`config.mk`:
```
export PLATFORM = sky130hd
export DESIGN_NAME = factor_game_ctrl
export DESIGN_NICKNAME = d
export VERILOG_FILES = /design/src/rtl/factor_pkg.sv /design/src/rtl/factor_qrom.sv /design/src/rtl/factor_game_ctrl.sv
export SDC_FILE = /design/constraint.sdc
export NUM_CORES = 1
export LEC_CHECK = 0
export BUFFER_PORTS_ARGS = -buffer_cell sky130_fd_sc_hd__buf_2
export CORE_ASPECT_RATIO = 0.8
export CORE_UTILIZATION = 53
export CTS_CLUSTER_DIAMETER = 60
export DETAILED_ROUTE_END_ITERATION = 8
export GPL_TIMING_DRIVEN = 0
export PLACE_DENSITY = 0.71
export SLEW_MARGIN = 20
export SYNTH_ARGS = -nofsm -noshare
export SYNTH_HDL_FRONTEND = slang
export SYNTH_SLANG_ARGS = --single-unit
```
`constraint.sdc`:
```
create_clock -name CLK -period 5.5 [get_ports CLK]
set_input_delay 1.1 -clock CLK [delete_from_list [all_inputs] [get_ports CLK]]
set_output_delay 1.1 -clock CLK [all_outputs]
set_load 0.01 [all_outputs]
```
`src/rtl/factor_pkg.sv`:
```
// Shared definitions for the factor game: state codes, exponent table, prime-select codes.
// Latency: n/a (types, constants and pure functions only).
// Backpressure: n/a.
// Used by factor_game_ctrl, factor_qrom and the 7-segment display decoder.
package factor_pkg;

  // State codes double as the display decoder's input, so they are fixed values.
  typedef enum logic [3:0] {
    ST_READY    = 4'b0010,
    ST_QUESTION = 4'b0011,
    ST_INPUT    = 4'b0100,
    ST_WRONG    = 4'b0111,
    ST_GOOD     = 4'b1000,
    ST_OUCH     = 4'b1001,
    ST_WIN      = 4'b1010,
    ST_LOSE     = 4'b1011
  } state_t;

  // Remaining prime exponents of the current question.
  typedef struct packed {
    logic [1:0] e2;
    logic [1:0] e3;
    logic [1:0] e5;
    logic [1:0] e7;
  } exps_t;

  // Prime selection codes carried on DIN.
  localparam logic [3:0] DIN_NONE = 4'd0;
  localparam logic [3:0] DIN_P2   = 4'd1;
  localparam logic [3:0] DIN_P3   = 4'd2;
  localparam logic [3:0] DIN_P5   = 4'd3;
  localparam logic [3:0] DIN_P7   = 4'd4;

  localparam int NUM_Q = 10;

  // Question table: {e2,e3,e5,e7} per question index.
  localparam exps_t Q_TABLE [NUM_Q] = '{
    exps_t'(8'h90),  // 0:  12 = 2^2*3
    exps_t'(8'h60),  // 1:  18 = 2*3^2
    exps_t'(8'h54),  // 2:  30 = 2*3*5
    exps_t'(8'h51),  // 3:  42 = 2*3*7
    exps_t'(8'h94),  // 4:  60 = 2^2*3*5
    exps_t'(8'h45),  // 5:  70 = 2*5*7
    exps_t'(8'h91),  // 6:  84 = 2^2*3*7
    exps_t'(8'h64),  // 7:  90 = 2*3^2*5
    exps_t'(8'h15),  // 8: 105 = 3*5*7
    exps_t'(8'h61)   // 9: 126 = 2*3^2*7
  };

  // Exponent of the prime selected by din; zero for any non-prime code.
  function automatic logic [1:0] exp_of(input exps_t exps, input logic [3:0] din);
    logic [1:0] e;
    e = 2'd0;
    case (din)
      DIN_P2:  e = exps.e2;
      DIN_P3:  e = exps.e3;
      DIN_P5:  e = exps.e5;
      DIN_P7:  e = exps.e7;
      default: e = 2'd0;
    endcase
    return e;
  endfunction

endpackage

```
`src/rtl/factor_qrom.sv`:
```
// Question ROM: maps a question index to its prime exponents {e2,e3,e5,e7}.
// Latency: combinational.
// Backpressure: none.
// Ports: que (question index 0..9), exps (exponents; all zero for an index >= 10).
module factor_qrom
  import factor_pkg::*;
(
  input  logic [3:0] que,
  output exps_t      exps
);

  always_comb begin
    exps = '0;
    if (que < 4'(NUM_Q)) begin
      exps = Q_TABLE[que];
    end
  end

endmodule

```
`src/rtl/factor_game_ctrl.sv`:
```
// Factor game controller: player factors a displayed number by repeatedly submitting primes.
// Latency: all outputs registered, changing one cycle after the causing button/timer event.
// Backpressure: none; buttons are one-cycle pulses and are dropped when not accepted.
// Ports: CLK, nRST (async active-low); BTN_START/BTN_SEL/BTN_OK debounced pulses;
//        STATE game state code, DIN selected prime (0 none, 1..4 = 2,3,5,7),
//        QUE question index, MISS misses in the current game.
module factor_game_ctrl
  import factor_pkg::*;
#(
  parameter int SHOW_CYC    = 25_000_000,
  parameter int TIMEOUT_CYC = 250_000_000,
  parameter int MAX_MISS    = 3
) (
  input  logic       CLK,
  input  logic       nRST,
  input  logic       BTN_START,
  input  logic       BTN_SEL,
  input  logic       BTN_OK,
  output logic [3:0] STATE,
  output logic [3:0] DIN,
  output logic [3:0] QUE,
  output logic [1:0] MISS
);

  localparam int TMAX = (SHOW_CYC > TIMEOUT_CYC) ? SHOW_CYC : TIMEOUT_CYC;
  localparam int TW   = (TMAX > 1) ? $clog2(TMAX) : 1;

  localparam logic [TW-1:0] SHOW_LAST    = TW'(SHOW_CYC - 1);
  localparam logic [TW-1:0] TIMEOUT_LAST = TW'(TIMEOUT_CYC - 1);
  localparam logic [2:0]    MISS_LIMIT   = 3'(MAX_MISS);

  state_t          state_q, state_d;
  logic [3:0]      din_q, din_d;
  logic [3:0]      que_q, que_d;
  logic [1:0]      miss_q, miss_d;
  exps_t           exps_q, exps_d;
  exps_t           exps_dec;
  exps_t           rom_exps;
  logic [TW-1:0]   timer_q, timer_d;
  logic [3:0]      cnt10_q;

  logic [1:0]      sel_exp;
  logic [2:0]      miss_sum;
  logic            show_done;
  logic            timeout;
  logic            hit;
  logic            last_miss;
  logic            solved;

  // The ROM is addressed by the free-running counter because that value becomes
  // QUE on the same edge that loads the exponents.
  factor_qrom u_qrom (
    .que  (cnt10_q),
    .exps (rom_exps)
  );

  assign show_done = (timer_q == SHOW_LAST);
  assign timeout   = (timer_q == TIMEOUT_LAST);
  assign sel_exp   = exp_of(exps_q, din_q);
  assign hit       = (sel_exp != 2'd0);
  assign miss_sum  = {1'b0, miss_q} + 3'd1;
  assign last_miss = (miss_sum == MISS_LIMIT);
  assign solved    = (exps_dec == '0);

  // Exponents after consuming one factor of the selected prime.
  always_comb begin
    exps_dec = exps_q;
    case (din_q)
      DIN_P2:  exps_dec.e2 = exps_q.e2 - 2'd1;
      DIN_P3:  exps_dec.e3 = exps_q.e3 - 2'd1;
      DIN_P5:  exps_dec.e5 = exps_q.e5 - 2'd1;
      DIN_P7:  exps_dec.e7 = exps_q.e7 - 2'd1;
      default: exps_dec = exps_q;
    endcase
  end

  // ---------------------------------------------------------------- state register
  always_ff @(posedge CLK or negedge nRST) begin
    if (!nRST) begin
      state_q <= ST_READY;
    end else begin
      state_q <= state_d;
    end
  end

  // ---------------------------------------------------------------- next state
  // In INPUT a submit always wins over the timeout on the same cycle.
  always_comb begin
    state_d = state_q;
    case (state_q)
      ST_READY: begin
        if (BTN_START) state_d = ST_QUESTION;
      end
      ST_QUESTION: begin
        if (show_done) state_d = ST_INPUT;
      end
      ST_INPUT: begin
        if (BTN_OK) begin
          if (hit) state_d = solved ? ST_WIN : ST_GOOD;
          else     state_d = last_miss ? ST_LOSE : ST_WRONG;
        end else if (timeout) begin
          state_d = last_miss ? ST_LOSE : ST_OUCH;
        end
      end
      ST_GOOD, ST_WRONG, ST_OUCH: begin
        if (show_done) state_d = ST_INPUT;
      end
      ST_WIN, ST_LOSE: begin
        if (BTN_START) state_d = ST_READY;
      end
      default: state_d = ST_READY;
    endcase
  end

  // ---------------------------------------------------------------- output/datapath next values
  always_comb begin
    din_d  = din_q;
    que_d  = que_q;
    miss_d = miss_q;
    exps_d = exps_q;
    case (state_q)
      ST_READY: begin
        if (BTN_START) begin
          que_d  = cnt10_q;
          exps_d = rom_exps;
          miss_d = 2'd0;
        end
      end
      ST_QUESTION: begin
        if (show_done) din_d = DIN_P2;
      end
      ST_INPUT: begin
        // A submit consumes the current selection; a simultaneous SEL is dropped.
        if (BTN_OK) begin
          if (hit) exps_d = exps_dec;
          else     miss_d = miss_sum[1:0];
        end else if (timeout) begin
          miss_d = miss_sum[1:0];
        end else if (BTN_SEL) begin
          din_d = (din_q == DIN_P7) ? DIN_P2 : din_q + 4'd1;
        end
      end
      ST_WIN, ST_LOSE: begin
        if (BTN_START) din_d = DIN_NONE;
      end
      default: begin
        din_d = din_q;
      end
    endcase

    // One shared timer: restarts on any state change, saturates instead of wrapping.
    if (state_d != state_q) begin
      timer_d = '0;
    end else if (timer_q != '1) begin
      timer_d = timer_q + 1'b1;
    end else begin
      timer_d = timer_q;
    end
  end

  // ---------------------------------------------------------------- datapath registers
  always_ff @(posedge CLK or negedge nRST) begin
    if (!nRST) begin
      din_q   <= DIN_NONE;
      que_q   <= 4'd0;
      miss_q  <= 2'd0;
      exps_q  <= '0;
      timer_q <= '0;
      cnt10_q <= 4'd0;
    end else begin
      din_q   <= din_d;
      que_q   <= que_d;
      miss_q  <= miss_d;
      exps_q  <= exps_d;
      timer_q <= timer_d;
      cnt10_q <= (cnt10_q == 4'd9) ? 4'd0 : cnt10_q + 4'd1;
    end
  end

  assign STATE = state_q;
  assign DIN   = din_q;
  assign QUE   = que_q;
  assign MISS  = miss_q;

endmodule

```
Word-level counts from Yosys, hierarchy flattened
Memories as Yosys holds them, arrays and structs flattened.
Index checks and enable logic that the tools add are counted.
{"block": "op_classes", "n_addsub": 8, "order_cmp": 2, "n_eq_ne": 28, "mux": 37, "n_bitwise": 1, "reduce_logical": 11}
{"operator": "28-bit two-way mux", "n": 2}
{"operator": "4-bit two-way mux", "n": 14}
{"operator": "8-bit two-way mux", "n": 6}
{"operator": "28-bit by 1-bit adder with 28-bit output (second input constant)", "n": 1}
{"operator": "28-bit by 25-bit equality test with 1-bit output (second input constant)", "n": 1}
{"operator": "28-bit equality test (second input constant)", "n": 1}
{"operator": "28-bit inequality test (second input constant)", "n": 1}
{"operator": "4-bit equality test (second input constant)", "n": 5}
{"operator": "2-bit two-way mux", "n": 10}
{"operator": "4-bit by 2-bit equality test with 1-bit output (second input constant)", "n": 4}
{"operator": "2-bit inequality test (second input constant)", "n": 8}
{"operator": "4-bit one-hot mux with 4 select lines", "n": 1}
{"operator": "8-bit one-hot mux with 2 select lines", "n": 1}
{"operator": "4-bit by 3-bit equality test with 1-bit output (second input constant)", "n": 3}
{"operator": "4-bit one-hot mux with 3 select lines", "n": 1}
{"operator": "4-bit by 1-bit adder with 4-bit output (second input constant)", "n": 2}
{"operator": "8-bit logical NOT", "n": 1}
{"operator": "2-bit one-hot mux with 4 select lines", "n": 1}
{"operator": "4-bit AND reduction", "n": 2}
{"operator": "2-bit by 1-bit subtractor with 2-bit output (second input constant)", "n": 4}
{"operator": "3-bit inequality test (second input constant)", "n": 2}
{"operator": "6-bit AND reduction", "n": 1}
{"operator": "2-bit nonzero test", "n": 3}
{"operator": "5-bit greater-or-equal comparator (second input constant)", "n": 1}
{"operator": "other kinds (11)", "n": 11}
{"block": "totals", "regBits": 54, "mem_bits_ro": 128, "inputBits": 5, "output_inout_bits": 14, "memories": 1}
{"name": "(no name shown)", "depth": 16, "word_bits": 8, "rd": 1, "rd_clocked_by_memory_dff": 0, "wr": 0, "line_no": "factor_qrom.sv:15", "text": "exps = Q_TABLE[que];"}

Depth between registers and ports, before layout
Gate-level depths: netlist of run 1.
{"block": "depth", "ltp_word": 9, "depth_mapped": 9}

Hierarchy
Synthesis of run 1 repeated with hierarchy kept, for this count alone.
{"block": "unflattened", "hier_cells": 397, "hier_area_um2": 3425.8}
{"module": "factor_game_ctrl", "n_inst": 1, "cells_per_inst": 368, "area_each_um2": 3194.3}
{"module": "factor_qrom", "n_inst": 1, "cells_per_inst": 29, "area_each_um2": 231.5}

Worst setup path after synthesis of run 1
OpenSTA, ideal clock, no wires.
{"block": "synth_path", "path_type": "flip-flop to flip-flop", "startpoint": "reg din_q[1], in the netlist DIN[1]", "endpoint": "reg exps_q[6] in the netlist's numbering", "setup_time_ns": 0.121, "t_arrival_ns": 2.082, "t_required_ns": 5.379, "setup_slack_ns": 3.297, "stages_incl_launch_ff": 9, "path_cell_list": "dfrtp_1 -> inv_1 -> ha_1 -> or3b_2 -> o22ai_2 -> o21ai_1 -> o21a_2 -> buf_6 -> o22a_1"}
{"block": "synth_between", "elab_chain_cells": 5}
{"element": "from (decl)", "line_no": "factor_game_ctrl.sv:33", "text": "logic [3:0] din_q, din_d;"}
{"element": "from (signal assigned)", "line_no": "factor_game_ctrl.sv:171", "text": "din_q <= din_d;"}
{"element": "4-bit by 3-bit equality test with 1-bit output (tied with other cells)", "line_no": "factor_pkg.sv:54", "text": "case (din)"}
{"element": "2-bit one-hot mux with 4 select lines / 2-bit two-way mux (equally long branches)", "line_no": "factor_pkg.sv:54, factor_game_ctrl.sv:68"}
{"element": "2-bit nonzero test / 8-bit two-way mux (equally long branches)", "line_no": "factor_game_ctrl.sv:60, factor_game_ctrl.sv:135"}
{"element": "2-bit inequality test (no source line) / 8-bit two-way mux (equally long branches)"}
{"element": "4-bit AND reduction (no source line) / 8-bit one-hot mux with 2 select lines (equally long branches)"}
{"element": "to (signal assigned)", "line_no": "factor_game_ctrl.sv:174", "text": "exps_q <= exps_d;"}
{"element": "to (decl)", "line_no": "factor_game_ctrl.sv:36", "text": "exps_t exps_q, exps_d;"}
Parallel ways exist; a longest one is shown, timed or not. The select of a mux whose other input is x is not followed.
A chain may end at the register's enable or synchronous reset.

Worst setup path after layout of run 1
{"block": "layout_path", "startpoint": "reg timer_q[0]", "endpoint": "reg timer_q[4]"}
{"block": "layout_between", "elab_chain_cells": 6}
{"element": "from (decl)", "line_no": "factor_game_ctrl.sv:39", "text": "logic [TW-1:0] timer_q, timer_d;"}
{"element": "from (signal assigned)", "line_no": "factor_game_ctrl.sv:175", "text": "timer_q <= timer_d;"}
{"element": "28-bit equality test", "line_no": "factor_game_ctrl.sv:58", "text": "assign timeout = (timer_q == TIMEOUT_LAST);"}
{"element": "4-bit two-way mux", "line_no": "factor_game_ctrl.sv:101", "text": "end else if (timeout) begin"}
{"element": "4-bit two-way mux", "line_no": "factor_game_ctrl.sv:98", "text": "if (BTN_OK) begin"}
{"element": "4-bit one-hot mux with 4 select lines", "line_no": "factor_game_ctrl.sv:90", "text": "case (state_q)"}
{"element": "4-bit inequality test", "line_no": "factor_game_ctrl.sv:152", "text": "if (state_d != state_q) begin"}
{"element": "28-bit two-way mux / 2-bit nonzero test (equally long branches)"}
Parallel ways exist; a longest one is shown, timed or not. The select of a mux whose other input is x is not followed.

==> results.cfg, run 1 <==
[status]
status = completed

[place]
dp_hpwl_um = 5790
dp_cells = 488
port_buffers = 18
routabilityCongestion = 0.864

[clocking]
htreeDepth = 2
clk_pin_slew_worst_paths_ns = 0.09
cts_tree = built
cts_setup_buffers = 0
numCtsBuffers = 5
ctsResizeCount = 0
ctsHoldBuffers = 0
cts_buffer_depth = 2
cts_root_buffer = clkbuf_8
clk-insertion-delay-late_ns = 0.30
cts_sinks = 54

[route]
final_antenna_net_count = 0
wl_per_cell_um = 16.0
drc = 0
route.vias.total = 2959
wl_um = 7930
drt_pass1_iterations = 4
drt_iter0_drc = 232
vias_per_cell = 5.97

[worst_setup_path]
critPathMaxFanout = 10
crit_chain = ha_1 > nand4_2 > nor3_1 > nand4_2 > buf_4 > nand3_1 > xor2_1 > nor2_2
endpoint_kind = flop
startpoint_type = flop
max_stage_delay_ns = 0.52
worstPathRequired_ns = 5.69
r2r-start = timer_q[0]
cp_common_cell = nand4_2
worst_path_max_delay_cell = nor3_1
cp.arrival_ns = 2.65
crit_start = timer_q[0]
worst-setup-path-type = reg -> reg

[finish]
final_util_pct = 59.7
drive_gt1_share_pct = 17.2
nets = 427
seq_area_um2 = 1350
multiInputGateArea_um2 = 2030
fill_cells = 572
area_growth_pct = 7.94
antenna_cells = 0
finalNonFillerCells = 496

[yosys]
yosysTopAreaCell = dfrtp_1
synth_area_um2 = 3540
ys_types = 70
synthTopCellsByCount = dfrtp_1 (53), nor2_1 (44), nand2_1 (29), a21oi_1 (22), nand3_1 (19)
synth_top_area_share_pct = 37.4
synthTopCellsByArea = dfrtp_1 (37%), nor2_1 (4.7%), ha_1 (3.9%)
post_synth.cell_area_avg_um2 = 9.18
ys_ff_latch = 54
yosysMostFrequentCell = dfrtp_1
ys_warn_count = 0
synth_nets = 402
synth_enable_flop_cells = 0
synthFlopType = dfrtp_1
ys_seq_area_share_pct = 38.2
syn_inst = 386
async_reset_ff_share_pct = 100

[worst_hold_path]
hp-class = reg -> reg
worstHoldStart = QUE[1]

[power_and_ir_drop]
ir_drop_mv = 0.155
leakage_nw = 1.70
powerDensity_nw_per_um2 = 246

[global_routing]
antenna_found_initial = 0
groute.usage.overall_pct = 24.4
grt_pass1_vias = 2630
grt_max_degree = 55
grt.overflow.total = 0
grt_pass1_wl_um = 13300

[timing]
clock_skew_ns = 0.0111
setup_viol = 0
slew_violations = 0
period_minus_slack_ns = 2.46
fin_tns_setup_ns = 0
fmax_mhz = 407
worst_pin_slew_ns = 0.692
rsz0062_at_grt = no
hold_viol_final = 0
fin_crit_sh_pct = 44.7
relSlewSlack_pct = 53.9

[floorplan]
coreArea_um2 = 6410
dieArea_um2 = 7020
die_w_um = 93.4
die_h_um = 75.1
ios = 19
start_util_pct = 55.3
rows = 26

[run]
maxCapViolations = 0
==> power breakdown <==
group | switching [mW] | leakage (nW) | total (mW) | internal [mW]
clock | 0.128 | 0.0385 | 0.219 | 0.0905
sequential | 0.0517 | 0.710 | 0.492 | 0.440
combinational | 0.134 | 0.956 | 0.231 | 0.0970
==> final timing paths <==
path                               endpoint  slack [ns]  depth (start not counted)
worst max-delay path             timer_q[4]        3.04                          8
worst min register to register       QUE[1]        0.49                          2
worst max register to register   timer_q[4]        3.04                          8
worst min-delay path                 QUE[1]        0.49                          2
max in group asynchronous       timer_q[25]        4.20                          1
min in group asynchronous         exps_q[2]        0.84                          1
==> routing by layer <==
| metal | wire, um | global-route usage (%) | vias up |
|---|---|---|---|
| li1 | - | - | 1449 |
| met1 | 4100 | 37.9 | 1422 |
| met2 | 3370 | 35.3 | 86 |
| met3 | 425 | 4.24 | 2 |
| met4 | 30 | 5.30 | 0 |
| met5 | 0 | 0 | - |
==> cells in the final DEF, fill, tap and decap left out, types with 4 or more instances in the layout <==
cell | synthesis | layout
buf_2 | 2 | 19
nand2_1 | 29 | 29
o21ai_0 | 13 | 13
clkbuf_1 | 9 | 11
inv_1 | 12 | 12
o22ai_1 | 9 | 9
ha_1 | 11 | 11
a21oi_1 | 22 | 22
nand4_1 | 10 | 10
nand3_1 | 19 | 19
nor2_1 | 44 | 44
nor2_2 | 15 | 15
and3_1 | 5 | 5
nor3_1 | 11 | 11
mux2i_1 | 4 | 4
clkbuf_8 | 0 | 5
xor2_1 | 14 | 14
xnor2_1 | 11 | 11
o31ai_1 | 5 | 5
and2_1 | 5 | 5
nor4_1 | 5 | 5
dfrtp_1 | 53 | 53
a31oi_1 | 4 | 4
==> area by class of cell <==
class                      instances  area share [%]
timing repair buffer              18            2.42
inverter                          13            1.28
clock inverter                     1           0.196
tap                               84            2.75
multi-input combinational        302            53.0
buffer                            17            2.98
sequential                        54            35.4
clock buffer                       7            2.00
==> through the flow <==
step	hold WS, ns	setup slack [ns]	cell area (um2)	power, mW
after floorplan	0.472	3.30	3540	0.658
after detailed placement	0.480	3.08	3740	0.729
final	0.491	3.04	3820	0.942
after CTS	0.503	3.07	3820	0.950
after global placement	0.460	3.08	3740	0.722
after global routing	0.523	2.85	3820	0.999
==> registers in the layout, indices dropped and copies added, names as in the netlist <==
signal / flops
cnt10_q: 4
STATE: 4
DIN: 4
MISS: 2
exps_q: 8
timer_q: 28
QUE: 4
==> worst max-delay path, delay by kind of cell, from the launching register on <==
family                   cells  cell delay, ns
AND/OR/NAND/NOR              5            1.21
flip-flops                   1            0.40
buffers and inverters        1            0.29
adder cells (fa/ha/maj)      1            0.25
XOR/XNOR                     1            0.19
==> logic make-up (layout without fill, tap and decap cells) <==
family / count (synthesis) / in the layout / synth area share (%)
compound gates: 83 / 83 / 16.3
xor+xnor: 25 / 25 / 6.18
fa+ha+maj: 11 / 11 / 3.88
buf+inv: 30 / 56 / 4.59
flops: 54 / 54 / 38.2
mux: 6 / 6 / 1.77
simple gates: 177 / 177 / 29.1
Note: power is estimated with default switching activity, not from simulation.
==> inputs of run 2 (changes only) <==
- clock period: 5.5 -> 2.38 ns (I/O delays scaled with it)
==> results.cfg, run 2 (synthesis gave the netlist of run 1 again) <==
[worst_setup_path]
cp.arrival_ns = 2.45
cp_common_cell = o21ai_1
startpoint_type = flop
critPathTopFamily = compound AO/OA/AOI/OAI gates
crit_chain = inv_1 > ha_2 > or3b_4 > o22ai_4 > o21ai_1 > o21a_2 > buf_6 > o21ai_1 > o31ai_1
path_buf_inv = 2
endpoint_kind = flop
worstPathRequired_ns = 2.57
worst_path_max_delay_cell = dfrtp_2
worst-setup-path-type = reg -> reg
max_stage_delay_ns = 0.45
critPathMaxFanout = 10

[place]
dp_cells = 488
dp_hpwl_um = 5790
port_buffers = 18
routabilityCongestion = 0.864
placedInstanceArea_um2 = 3740

[finish]
largest_register_ffs = 28
top_regs = timer_q (28), exps_q (8)
final_common_cell = dfrtp_1
area_growth_pct = 10.4
registers.top_by_ff_count = timer_q
antenna_cells = 0
drive_gt1_share_pct = 18.6
final_cell_mix = dfrtp_1 (52), nor2_1 (44), nand2_1 (29), a21oi_1 (22)
fill_cells = 566
nets = 429
finalNonFillerCells = 498
fin_area_um2 = 3910
final_util_pct = 61.0

[power_and_ir_drop]
p_switching_mw = 0.743
clockPowerShare_pct = 22.8
leakage_nw = 1.74
p_seq_share_pct = 51.2
p_sw_share_pct = 33.5
combPwrFrac_pct = 26.0
powerDensity_nw_per_um2 = 567
internal_power_mw = 1.48
ir_drop_mv = 0.359

[global_routing]
grt.overflow.total = 0
groute.usage.overall_pct = 24.4
antenna_found_initial = 0
grt_max_degree = 55
grt_pass1_wl_um = 13300
grt_pass1_vias = 2634

[timing]
hold_viol_final = 0
slew_violations = 0
period_minus_slack_ns = 2.26
worst_pin_slew_ns = 0.696
fmax_mhz = 443
clock_skew_ns = 0.0137
fin_crit_sh_pct = 94.8
relSlewSlack_pct = 53.6
hold_ws_ns = 0.214
setup_viol = 0

[route]
final_antenna_net_count = 0
drc = 0
wl_per_cell_um = 16.1
drt_pass1_iterations = 5
route.vias.total = 3014
vias_per_cell = 6.05
wl_um = 8020
drt_iter0_drc = 257

[clocking]
cts_buffer_depth = 2
cts_tree = built
clk-insertion-delay-late_ns = 0.31
clk_pin_slew_worst_paths_ns = 0.10
htreeDepth = 2
cts_root_buffer = clkbuf_8
cts_sinks = 54
numCtsBuffers = 5

[floorplan]
die_w_um = 93.4
rows = 26
dieArea_um2 = 7020
die_h_um = 75.1
coreArea_um2 = 6410
ios = 19
start_util_pct = 55.3

[status]
status = completed

[run]
maxCapViolations = 0

[worst_hold_path]
hp-class = in -> async
-- run 2: changes by cell type in the layout (fill, tap and decap cells not counted), sizes merged --
cell	previous run	this run
buf	25	27
-- run 2: power by group through the flow --
| stage | registers [mW] | clock network (mW) | logic (mW) |
|---|---|---|---|
| after floorplan | 1.14 | 0 | 0.378 |
| after global placement | 1.14 | 0 | 0.524 |
| after detailed placement | 1.15 | 0 | 0.533 |
| after CTS | 1.13 | 0.526 | 0.543 |
| after global routing | 1.15 | 0.558 | 0.639 |
| final | 1.14 | 0.506 | 0.576 |
-- run 2: final timing paths --
kind | endpoint | slack, ns | startpoint | cells past startpoint
max in group asynchronous | DIN[1] | 1.69 | nRST | 1
hold / removal | exps_q[2] | 0.21 | nRST | 1
min in group CLK | QUE[1] | 0.49 | QUE[1] | 2
setup / recovery | exps_q[3] | 0.12 | DIN[1] | 9
hold reg to reg | QUE[1] | 0.49 | QUE[1] | 2
setup reg to reg | exps_q[3] | 0.12 | DIN[1] | 9
-- run 2: per-layer routing --
layer,GRT usage (%),part of all wire (%),wire length (um)
met5,0,0,0
met4,5.30,0.50,40
met3,4.24,5.2,414
met2,35.5,43,3430
met1,37.8,52,4140
-- run 2: layout make-up --
cell class	count	area, um2	area share (%)
clock inverter	1	7.51	0.192
multi-input combinational	302	2090	53.3
tap	84	105	2.69
inverter	13	48.8	1.25
sequential	54	1350	34.6
buffer	17	114	2.91
clock buffer	7	76.3	1.95
timing repair buffer	20	120	3.07
-- run 2: what timing repair did --
action                                  CTS  global route
pin swaps                                 2             2
hold buffers                              0             0
gates resized for setup                   3             8
endpoints found under the setup margin   25            30
setup buffers                             0             2
gates cloned                              0             0
-- run 2: through the flow --
| stage | power, mW | TNS (ns) | setup slack (ns) |
|---|---|---|---|
| 2_1_floorplan | 1.52 | 0 | 0.177 |
| 3_3_place_gp | 1.67 | -0.0217 | -0.0151 |
| 3_5_place_dp | 1.68 | -0.110 | -0.0320 |
| 4_1_cts | 2.20 | 0 | 0.00935 |
| 5_1_grt | 2.35 | -0.0901 | -0.0151 |
| 6_report | 2.22 | 0 | 0.123 |
-- run 2: worst reg2reg max path: cells and delay by family, from the launching register on --
family / cells / cell delay, ns
buffers and inverters: 2 / 0.25
adders and majority gates: 1 / 0.22
DFF: 1 / 0.45
and+or+nand+nor: 1 / 0.44
AOI/OAI and AO/OA: 5 / 0.78
==> inputs of run 3 (changes only) <==
- GPL_TIMING_DRIVEN: 0 -> unset
- RECOVER_POWER: unset -> 100
==> results.cfg, run 3 (synthesis gave the netlist of run 1 again) <==
[status]
status = completed

[global_routing]
grt_max_degree = 29
grt.overflow.total = 0
antenna_found_initial = 0
grt_pass1_wl_um = 13600
grt_pass1_vias = 2730
groute.usage.overall_pct = 25.1

[worst_setup_path]
worstPathRequired_ns = 2.59
cp.arrival_ns = 2.42
crit_start = DIN[1]
max_stage_delay_ns = 0.52
critPathTopFamily = compound AO/OA/AOI/OAI gates
worst_r2r_path_depth = 7
r2r-start = DIN[1]
critPathMaxFanout = 15
endpoint_kind = flop
startpoint_type = flop
path_buf_inv = 1
worst_path_max_delay_cell = or3b_2
worst-setup-path-type = reg -> reg
r2r-end = exps_q[1]
rrSetupSlack_ns = 0.17
crit_chain = inv_1 > ha_1 > or3b_2 > o22ai_2 > o21ai_1 > o21a_4 > o311a_1

[floorplan]
ios = 19
dieArea_um2 = 7020
start_util_pct = 55.3
coreArea_um2 = 6410
die_h_um = 75.1
die_w_um = 93.4
rows = 26

[clocking]
cts_tree = built
cts_root_buffer = clkbuf_8
cts_sinks = 54
htreeDepth = 2
cts_buffer_depth = 2
clk-insertion-delay-late_ns = 0.31
ctsHoldBuffers = 0
ctsResizeCount = 0
clk_pin_slew_worst_paths_ns = 0.10
numCtsBuffers = 5
cts_setup_buffers = 0

[timing]
period_minus_slack_ns = 2.21
rsz0062_at_grt = no
setup_viol = 0
worst_pin_slew_ns = 1.41
relSlewSlack_pct = 5.74
slew_violations = 0
setup_ws_ns = 0.171
fmax_mhz = 453
fin_tns_setup_ns = 0
hold_ws_ns = 0.464
hold_viol_final = 0
clock_skew_ns = 0.0102
fin_crit_sh_pct = 92.8

[power_and_ir_drop]
clockPowerShare_pct = 31.6
p_sw_share_pct = 30.5
internal_power_mw = 1.68
ir_drop_mv = 0.353
p_switching_mw = 0.738
powerDensity_nw_per_um2 = 625
combPwrFrac_pct = 20.7
p_seq_share_pct = 47.7
leakage_nw = 1.72

[finish]
final_common_cell = nor2_1
nets = 426
drive_gt1_share_pct = 13.6
area_growth_pct = 9.18
antenna_cells = 0
top_regs = timer_q (28), exps_q (8)
fin_area_um2 = 3870
largest_register_ffs = 28
final_cell_mix = nor2_1 (56), dfrtp_1 (52), nand2_1 (29), a21oi_1 (22), nand3_1 (19)
registers.top_by_ff_count = timer_q
finalNonFillerCells = 495

[route]
final_antenna_net_count = 0
wl_per_cell_um = 16.4
drt_pass1_iterations = 5
route.vias.total = 2962
drc = 0
drt_iter0_drc = 172
wl_um = 8130
vias_per_cell = 5.98

[run]
maxCapViolations = 0

[place]
dp_cells = 487
placedInstanceArea_um2 = 3770
post-place-ws_ns = 0.107
port_buffers = 18
dp_hpwl_um = 5860
routabilityCongestion = 0.856

[worst_hold_path]
hp-class = in -> async
==> run 3: cell types whose count changed in the layout (fill, tap and decap cells not counted), moves of 2 or more <==
cell	change
nor2_2	-12
clkbuf_1	+3
buf_2	-13
buf_4	+9
nor2_1	+12
buf_6	-2
bufinv_16	+2
==> run 3: area by class of cell <==
class                      count  area [um2]
inverter                      13        48.8
fill                         558        2540
clock buffer                   6        82.6
timing repair buffer          34         198
clock inverter                 2        60.1
multi-input combinational    302        2020
sequential                    54        1350
tap                           84         105
==> run 3: how the worst max path moves through the flow <==
stage,end,depth (start not counted)
after detailed placement,exps_q[1],7
after global placement,MISS[1],6
after CTS,exps_q[1],7
after floorplan,exps_q[6],8
after global routing,DIN[0],2
final,exps_q[1],7
==> run 3: power groups by stage <==
stage | sequential (mW) | clock, mW | combinational [mW]
after CTS | 1.15 | 0.777 | 0.520
final | 1.15 | 0.765 | 0.500
after floorplan | 1.14 | 0 | 0.378
after detailed placement | 1.17 | 0 | 0.518
after global routing | 1.17 | 0.812 | 0.562
after global placement | 1.16 | 0 | 0.509
==> run 3: per-stage QoR <==
step	power (mW)	utilization, %
after floorplan	1.52	-
after global placement	1.67	58.8
after detailed placement	1.68	58.8
after CTS	2.45	61.1
after global routing	2.54	60.4
final	2.42	60.4
==> run 3: routing by layer <==
| metal | up-vias | wire length, um | GRT usage, % | part of all wire [%] |
|---|---|---|---|---|
| li1 | 1439 | - | - | - |
| met4 | 0 | 123 | 8.03 | 1.5 |
| met2 | 90 | 3540 | 38.5 | 44 |
| met5 | - | 0 | 0 | 0 |
| met3 | 13 | 421 | 3.43 | 5.2 |
| met1 | 1420 | 4040 | 37.1 | 50 |
